`config.mk`:
```
export PLATFORM = sky130hd
export DESIGN_NAME = vliw_scoreboard
export DESIGN_NICKNAME = d
export VERILOG_FILES = /design/src/rtl/vliw_scoreboard.sv
export SDC_FILE = /design/constraint.sdc
export NUM_CORES = 1
export LEC_CHECK = 0
export CAP_MARGIN = 5
export CORE_MARGIN = 5
export CORE_UTILIZATION = 30
export DETAILED_ROUTE_END_ITERATION = 8
export SYNTH_ARGS = -nofsm -noshare
export SYNTH_HDL_FRONTEND = slang
export SYNTH_SLANG_ARGS = --single-unit
```
`constraint.sdc`:
```
create_clock -name clk -period 15 [get_ports clk]
set_input_delay 3 -clock clk [delete_from_list [all_inputs] [get_ports clk]]
set_output_delay 3 -clock clk [all_outputs]
set_load 0.1 [all_outputs]
```
`src/rtl/vliw_scoreboard.sv`:
```
// vliw_scoreboard: register scoreboard for an N-lane VLIW pipeline, between ID and EX.
// Keeps one remaining-latency down-counter per architectural register (r0 excluded)
// and decides whether the bundle presented by decode may issue this cycle.
//
// Ports:
//   clk, reset            clock, asynchronous active-low reset
//   in_valid              decode presents a bundle
//   src1, src2, src_en    per-lane source indices and source-used flags (2 per lane)
//   dst, wr_en, lat       per-lane destination, write enable, producer latency
//   flush                 squash the bundle and clear every pending counter
//   stall, issue          combinational issue decision for the current bundle
//   waw_same              two lanes of the issued bundle write the same non-zero dst
//   busy                  bit r set while counter[r] != 0
//
// Optional build macro SCB_PERF_EN adds saturating 32-bit counters
//   stall_cycles (cycles with stall=1) and raw_stalls (stalls with a RAW block).
module vliw_scoreboard #(
  parameter int unsigned LANES    = 2,
  parameter int unsigned NUM_REGS = 32,
  parameter int unsigned REG_AW   = 5,
  parameter int unsigned MAX_LAT  = 4,
  parameter int unsigned LAT_W    = 3
) (
  input  logic                      clk,
  input  logic                      reset,
  input  logic                      in_valid,
  input  logic [LANES*REG_AW-1:0]   src1,
  input  logic [LANES*REG_AW-1:0]   src2,
  input  logic [2*LANES-1:0]        src_en,
  input  logic [LANES*REG_AW-1:0]   dst,
  input  logic [LANES-1:0]          wr_en,
  input  logic [LANES*LAT_W-1:0]    lat,
  input  logic                      flush,
  output logic                      stall,
  output logic                      issue,
  output logic                      waw_same,
  output logic [NUM_REGS-1:0]       busy
`ifdef SCB_PERF_EN
  ,
  output logic [31:0]               stall_cycles,
  output logic [31:0]               raw_stalls
`endif
);

  localparam logic [LAT_W-1:0] LAT_MAX = LAT_W'(MAX_LAT);

  logic [LAT_W-1:0]  cnt     [NUM_REGS];
  logic [LAT_W-1:0]  cnt_nxt [NUM_REGS];
  logic [LAT_W-1:0]  eff_lat [LANES];
  logic [REG_AW-1:0] s1_idx  [LANES];
  logic [REG_AW-1:0] s2_idx  [LANES];
  logic [REG_AW-1:0] d_idx   [LANES];
  logic              raw_hit;
  logic              waw_hit;
  logic              same_dst;
  logic              go;

  // Per-lane field extraction; latencies above MAX_LAT are clamped
  always_comb begin
    for (int k = 0; k < LANES; k++) begin
      s1_idx[k]  = src1[k*REG_AW +: REG_AW];
      s2_idx[k]  = src2[k*REG_AW +: REG_AW];
      d_idx[k]   = dst[k*REG_AW +: REG_AW];
      eff_lat[k] = lat[k*LAT_W +: LAT_W];
      if (eff_lat[k] > LAT_MAX) eff_lat[k] = LAT_MAX;
    end
  end

  // Hazards are judged against the counters as registered at cycle start,
  // so a lane reading another lane's dst in the same bundle sees old state.
  always_comb begin
    raw_hit  = 1'b0;
    waw_hit  = 1'b0;
    same_dst = 1'b0;
    for (int k = 0; k < LANES; k++) begin
      if (src_en[2*k] && (s1_idx[k] != '0) && (cnt[s1_idx[k]] != '0))
        raw_hit = 1'b1;
      if (src_en[2*k+1] && (s2_idx[k] != '0) && (cnt[s2_idx[k]] != '0))
        raw_hit = 1'b1;
      if (wr_en[k] && (d_idx[k] != '0) && (cnt[d_idx[k]] > eff_lat[k]))
        waw_hit = 1'b1;
      for (int j = k + 1; j < LANES; j++) begin
        if (wr_en[k] && wr_en[j] && (d_idx[k] == d_idx[j]) && (d_idx[k] != '0))
          same_dst = 1'b1;
      end
    end
  end

  // Issue decision; reset forces every decision output low
  assign go       = reset & in_valid & ~flush;
  assign stall    = go & (raw_hit | waw_hit);
  assign issue    = go & ~(raw_hit | waw_hit);
  assign waw_same = issue & same_dst;

  // Next counters: flush > set-by-issue (last lane wins) > decrement
  always_comb begin
    for (int r = 0; r < NUM_REGS; r++) begin
      cnt_nxt[r] = (cnt[r] != '0) ? cnt[r] - LAT_W'(1) : '0;
    end
    if (issue) begin
      for (int k = 0; k < LANES; k++) begin
        if (wr_en[k] && (d_idx[k] != '0) && (eff_lat[k] != '0))
          cnt_nxt[d_idx[k]] = eff_lat[k];
      end
    end
    if (flush) begin
      for (int r = 0; r < NUM_REGS; r++) cnt_nxt[r] = '0;
    end
  end

  // Counter state; entry 0 never leaves zero since nothing writes it
  always_ff @(posedge clk or negedge reset) begin
    if (!reset) begin
      for (int r = 0; r < NUM_REGS; r++) cnt[r] <= '0;
    end else begin
      for (int r = 0; r < NUM_REGS; r++) cnt[r] <= cnt_nxt[r];
    end
  end

  // Busy view of the counters
  always_comb begin
    for (int r = 0; r < NUM_REGS; r++) begin
      busy[r] = (r != 0) && (cnt[r] != '0);
    end
  end

`ifdef SCB_PERF_EN
  // Saturating stall statistics, untouched by flush
  always_ff @(posedge clk or negedge reset) begin
    if (!reset) begin
      stall_cycles <= '0;
      raw_stalls   <= '0;
    end else begin
      if (stall && (stall_cycles != '1)) stall_cycles <= stall_cycles + 32'd1;
      if (stall && raw_hit && (raw_stalls != '1)) raw_stalls <= raw_stalls + 32'd1;
    end
  end
`endif

endmodule

```
======== After elaboration in Yosys (flattened, before gate mapping) ========
Cells that the tools add are included.
word-level totals
  bits in registers ....................... 96
  latch bits .............................. 0
  memory bits (writable) .................. 0
  ROM bits ................................ 0
  input bits .............................. 46
  output and inout bits ................... 35
  word-level logic and storage cells ...... 224
  memories kept ........................... 0
operators by class
  $add $sub $neg .......................... 32
  $mul .................................... 0
  divide/modulo/power cells ............... 0
  $lt $le $gt $ge ......................... 12
  equal/unequal tests ..................... 1
  shifts and indexed selects .............. 0
  mux-type cells .......................... 70
  bitwise gates (word level) .............. 14
  reduce and logical (&&, ||, !) cells .... 63
operator list
  kind                 number
  $mux 96              5
  $bwmux 96            2
  $mux 3               48
  $reduce_bool 3->1    38
  $sub 3x1->3 const B  32
  $bmux 3 s5           6
  $ge 6x6->1 const B   6
  $not 5->6            6
  $demux 3 s5          2
  $reduce_bool 5->1    6
  $logic_and 1x1->1    19
  $lt 6x1->1 const B   2
  $mux 1               7
  $gt 3x3->1           2
  $gt 3x3->1 const B   2
  $and 1x1->1          5
  $eq 5x5->1           1
  $not 1->1            2
  $or 1x1->1           1

======== Longest topological paths before layout ========
  word-level depth ........................ 18
  depth in mapped cells ................... 18

======== Worst setup path after synthesis ========
OpenSTA, ideal clock, no wires.
  path kind ............................... in2out
  from .................................... input dst[0]
  to ...................................... output waw_same
  arrival ................................. 7.818 ns
  data required time ...................... 12.000 ns
  path slack .............................. 4.182 ns
  cell stages on the path ................. 15
  cell sequence ........................... clkbuf_1 -> buf_1 -> clkbuf_1 -> mux4_2 -> a22oi_1 -> nand4_1 -> ha_1 -> nor2b_1 -> o21a_1 -> o211ai_1 -> o21ai_0 -> a31oi_1 -> nand4_4 -> clkbuf_1 -> nor2_1
on the way
  cells in the longest elaborated chain, start to end .. 12
RTL lines
  item                                       RTL line  RTL
  from (decl)                                30        input logic [LANES*REG_AW-1:0] dst,
  $not 5->6 (not written as such)            80        if (wr_en[k] && (d_idx[k] != '0) && (cnt[d_idx[k]] > eff_lat[k]))
  $bmux 3 s5                                 80
  $mux 3 (not written as such) (2 in a row)  80
  $gt 3x3->1                                 80
  $logic_and 1x1->1                          80
  $mux 1 (2 in a row)                        80
  $or 1x1->1                                 92        assign issue = go & ~(raw_hit | waw_hit);
  $not 1->1                                  92
  $and 1x1->1                                92
  $and 1x1->1 (*)                            93        assign waw_same = issue & same_dst;
  to (decl)                                  36        output logic waw_same,
Mark *: on every way between the ends. The rest lies on a longest branch, timed or not. The select of a mux whose other input is x is not followed.

======== Worst setup path in the final report ========
  from .................................... input dst[9]
  to ...................................... output issue
on the way
  cells in the longest elaborated chain, start to end .. 10
RTL lines
  item                                       RTL line  RTL
  $not 5->6 (not written as such)            80
  $bmux 3 s5                                 80
  $mux 3 (not written as such) (2 in a row)  80
  $gt 3x3->1                                 80
  $logic_and 1x1->1 (*)                      80
  $mux 1 (*)                                 80
  $or 1x1->1 (*)                             92
  $not 1->1 (*)                              92
  $and 1x1->1 (*)                            92
  to (decl)                                  35        output logic issue,
Marked as above.

==> metrics.cfg <==
[global_routing]
grt_pass1_wl_um = 67720
grt.overflow.total = 0
grt_pass1_vias = 10580
grt_use_total = 0.2245
antenna_found_initial = 0
grt_start_max_net_pins = 83

[layout]
regMostFlops = cnt
drive_above_1_share = 0.1370
final_area_um2 = 12210
fin_util = 0.3433
syn_to_final_growth_pct = 13.00
instances_no_fill = 1798
largest_reg_flops = 96
reg_top3 = cnt x96
nNetsFinal = 1447

[drt]
antenna_left = 0
vias_per_cell = 6.170
drcViolationCount = 0
wl_per_cell_um = 25.49
drtIter0Drc = 1282
drtPass1Iterations = 5
via_count = 11090
wl_um = 45830

[clock_tree]
cts.clk_slew.worst_paths_ns = 0.07
cts_setup_buffers = 0
h-tree-depth = 3
cts_max_path_buffers = 2
clk_latency_ns = 0.36
cts_sinks = 96
cts_hold_buf = 0
cts_tree = yes
cts_root_buf = clkbuf_16
cts_buffers = 9
cts.repair.resized = 0

[floorplanning]
rows = 69
die_y_um = 199.8
core_um2 = 35570
die_area_um2 = 39920
io_pins = 81
start_util = 0.3038
die_width_um = 199.8

[hold_path]
hold_class = reg -> reg
hold_start = cnt[84]$_DFF_PN0_

[sta]
min_period_ns = 11.58
relSlewSlack = 0.1767
hold_violations = 0
fin_worst_skew_ns = 0.01259
finalMaxSlewViolations = 0
tightest_slew_ns = 1.225
tns_ns = 0
timing.fmax_mhz = 86.36
setup_viol_count_final = 0
rsz0062_at_grt = false
finalCritPeriodShare = 0.7719

[worst_setup_path]
reg2reg_to = cnt[18]$_DFF_PN0_
cp-end-kind = output pin
start_kind = input pin
reg2reg_slack_ns = 9.71
worstPathMaxFanout = 63
crit_end = issue
crit_required_ns = 12.00
crit_arrival_ns = 8.58
crit_path_start = dst[9]
r2r-start = cnt[60]$_DFF_PN0_
crit_type = in -> out
r2r_cells = 16

[synthesis]
synth.cell_area_um2 = 10810
synth_fp_nets = 1431
syn-instance-count = 1315
synthArstFlopShare = 1.000
synth_seq_cells = 96
synth-seq-area-share = 0.2223
yosys_warnings = 0
synth_ff_type = dfrtp_1
synth-edff-count = 0
synth_cell_types = 74
avgSynthCellArea_um2 = 8.218

[placed_design]
placed_area_um2 = 11940
portBuffers = 79
post-dp-hpwl_um = 33350
dpl.cell_count = 1781
gp_congestion = 0.9523

[power_and_ir_drop]
power_density_nw_per_um2 = 51.04
p_leak_nw = 4.936
ir_worst_vdd_mv = 0.04612

[run]
drv_cap = 0

[outcome]
outcome = finished clean

layout make-up:
class | count | area, um^2
clock buffer | 10 | 229.0
inverter | 111 | 419.2
multi-input combinational | 1015 | 7621
tap | 461 | 576.8
timing repair buffer | 98 | 918.4
antenna | 1 | 2.502
sequential | 96 | 2402
clock inverter | 6 | 42.54
fill | 3712 | 23360
cells in the final DEF (no fill, tap or decap), drive strengths merged, types with 15 or more instances in the layout:
master         Yosys  layout
nor3              59      59
clkdlybuf4s50      0      75
nand2            153     153
a211oi            21      21
buf               32      23
dfrtp             96      96
a22oi             34      34
a21oi             66      66
o21ai             94      94
inv              111     113
or2               43      43
a31oi             15      15
ha                70      70
nor2              78      78
a221oi            19      19
mux4              71      71
nand3             65      65
o22ai             22      22
worst max-delay path: stages:
cell             delay [ns]
clkdlybuf4s50_1        0.68
nor3b_1                0.94
a22oi_1                0.21
nand4_1                0.17
ha_1                   0.25
a21o_1                 0.16
a21oi_1                0.14
o21ai_0                0.25
a31oi_1                0.49
nand4_4                0.13
buf_4                  0.31
inv_4                  0.51
clkdlybuf4s50_1        1.26
how the worst min path moves through the flow:
stage,endpoint,slack [ns],cells after the start
after floorplan,cnt[93]$_DFF_PN0_,0.49,1
after global placement,cnt[84]$_DFF_PN0_,0.62,1
after detailed placement,cnt[84]$_DFF_PN0_,0.62,1
after CTS,cnt[84]$_DFF_PN0_,0.63,1
after global routing,cnt[93]$_DFF_PN0_,0.66,1
final,cnt[84]$_DFF_PN0_,0.63,1
power breakdown:
group	switching, mW	total, mW	internal, mW
combinational	0.0942	0.135	0.0406
clock	0.114	0.228	0.114
sequential	0.00151	0.261	0.259
layer usage:
metal,routed length [um],global-route usage
met1,19240,0.3133
met2,19420,0.3254
met3,5874,0.08426
met4,1257,0.06616
met5,45,0
logic make-up (layout without fill, tap and decap cells):
kind of cell / count (synthesis) / in the layout / synth area share
AOI/OAI and AO/OA: 364 / 364 / 0.2341
xor gates and xnor gates: 5 / 5 / 0.004052
DFF: 96 / 96 / 0.2223
adders and majority gates: 70 / 70 / 0.08105
other: 1 / 2 / 0.0003470
and+or+nand+nor: 490 / 490 / 0.2215
buffers and inverters: 204 / 225 / 0.07549
muxes: 85 / 85 / 0.1612
cell usage after synthesis (6+ instances only):
| cell type | instances | area share |
|---|---|---|
| a31oi_1 | 15 | 0.0087 |
| mux2i_1 | 12 | 0.011 |
| nand2b_1 | 8 | 0.0046 |
| clkbuf_1 | 61 | 0.021 |
| or3_1 | 11 | 0.0064 |
| mux4_2 | 71 | 0.15 |
| dfrtp_1 | 96 | 0.22 |
| nor2_1 | 78 | 0.027 |
| nor4_1 | 11 | 0.0064 |
| ha_1 | 70 | 0.081 |
| a22oi_1 | 34 | 0.024 |
| nor2b_1 | 11 | 0.0064 |
| a2bb2oi_1 | 11 | 0.0089 |
| a221oi_1 | 11 | 0.0089 |
| o21ai_0 | 94 | 0.044 |
| a221oi_2 | 8 | 0.011 |
| nand3_1 | 65 | 0.030 |
| a211oi_1 | 14 | 0.0097 |
| o22ai_1 | 22 | 0.013 |
| buf_1 | 11 | 0.0038 |
| buf_4 | 7 | 0.0049 |
| nor3_1 | 59 | 0.027 |
| nand4_1 | 10 | 0.0058 |
| inv_1 | 110 | 0.038 |
| a21oi_1 | 66 | 0.031 |
| a211oi_2 | 7 | 0.0081 |
| and3_1 | 9 | 0.0052 |
| or2_2 | 43 | 0.025 |
| a21boi_0 | 6 | 0.0042 |
| a22o_1 | 12 | 0.0097 |
| nand2_1 | 153 | 0.053 |
| buf_2 | 13 | 0.0060 |
| nor3b_1 | 10 | 0.0069 |
| nand3b_1 | 7 | 0.0049 |
through the flow:
step / setup WS [ns] / power (mW) / hold slack (ns)
floorplan: 4.182 / 0.3442 / 0.4860
global placement: 3.628 / 0.3967 / 0.6202
detailed placement: 3.525 / 0.3970 / 0.6225
CTS: 3.527 / 0.6238 / 0.6312
global route: 3.173 / 0.6438 / 0.6617
finish: 3.421 / 0.6232 / 0.6285
No activity file was read; power rests on OpenSTA's default activity.
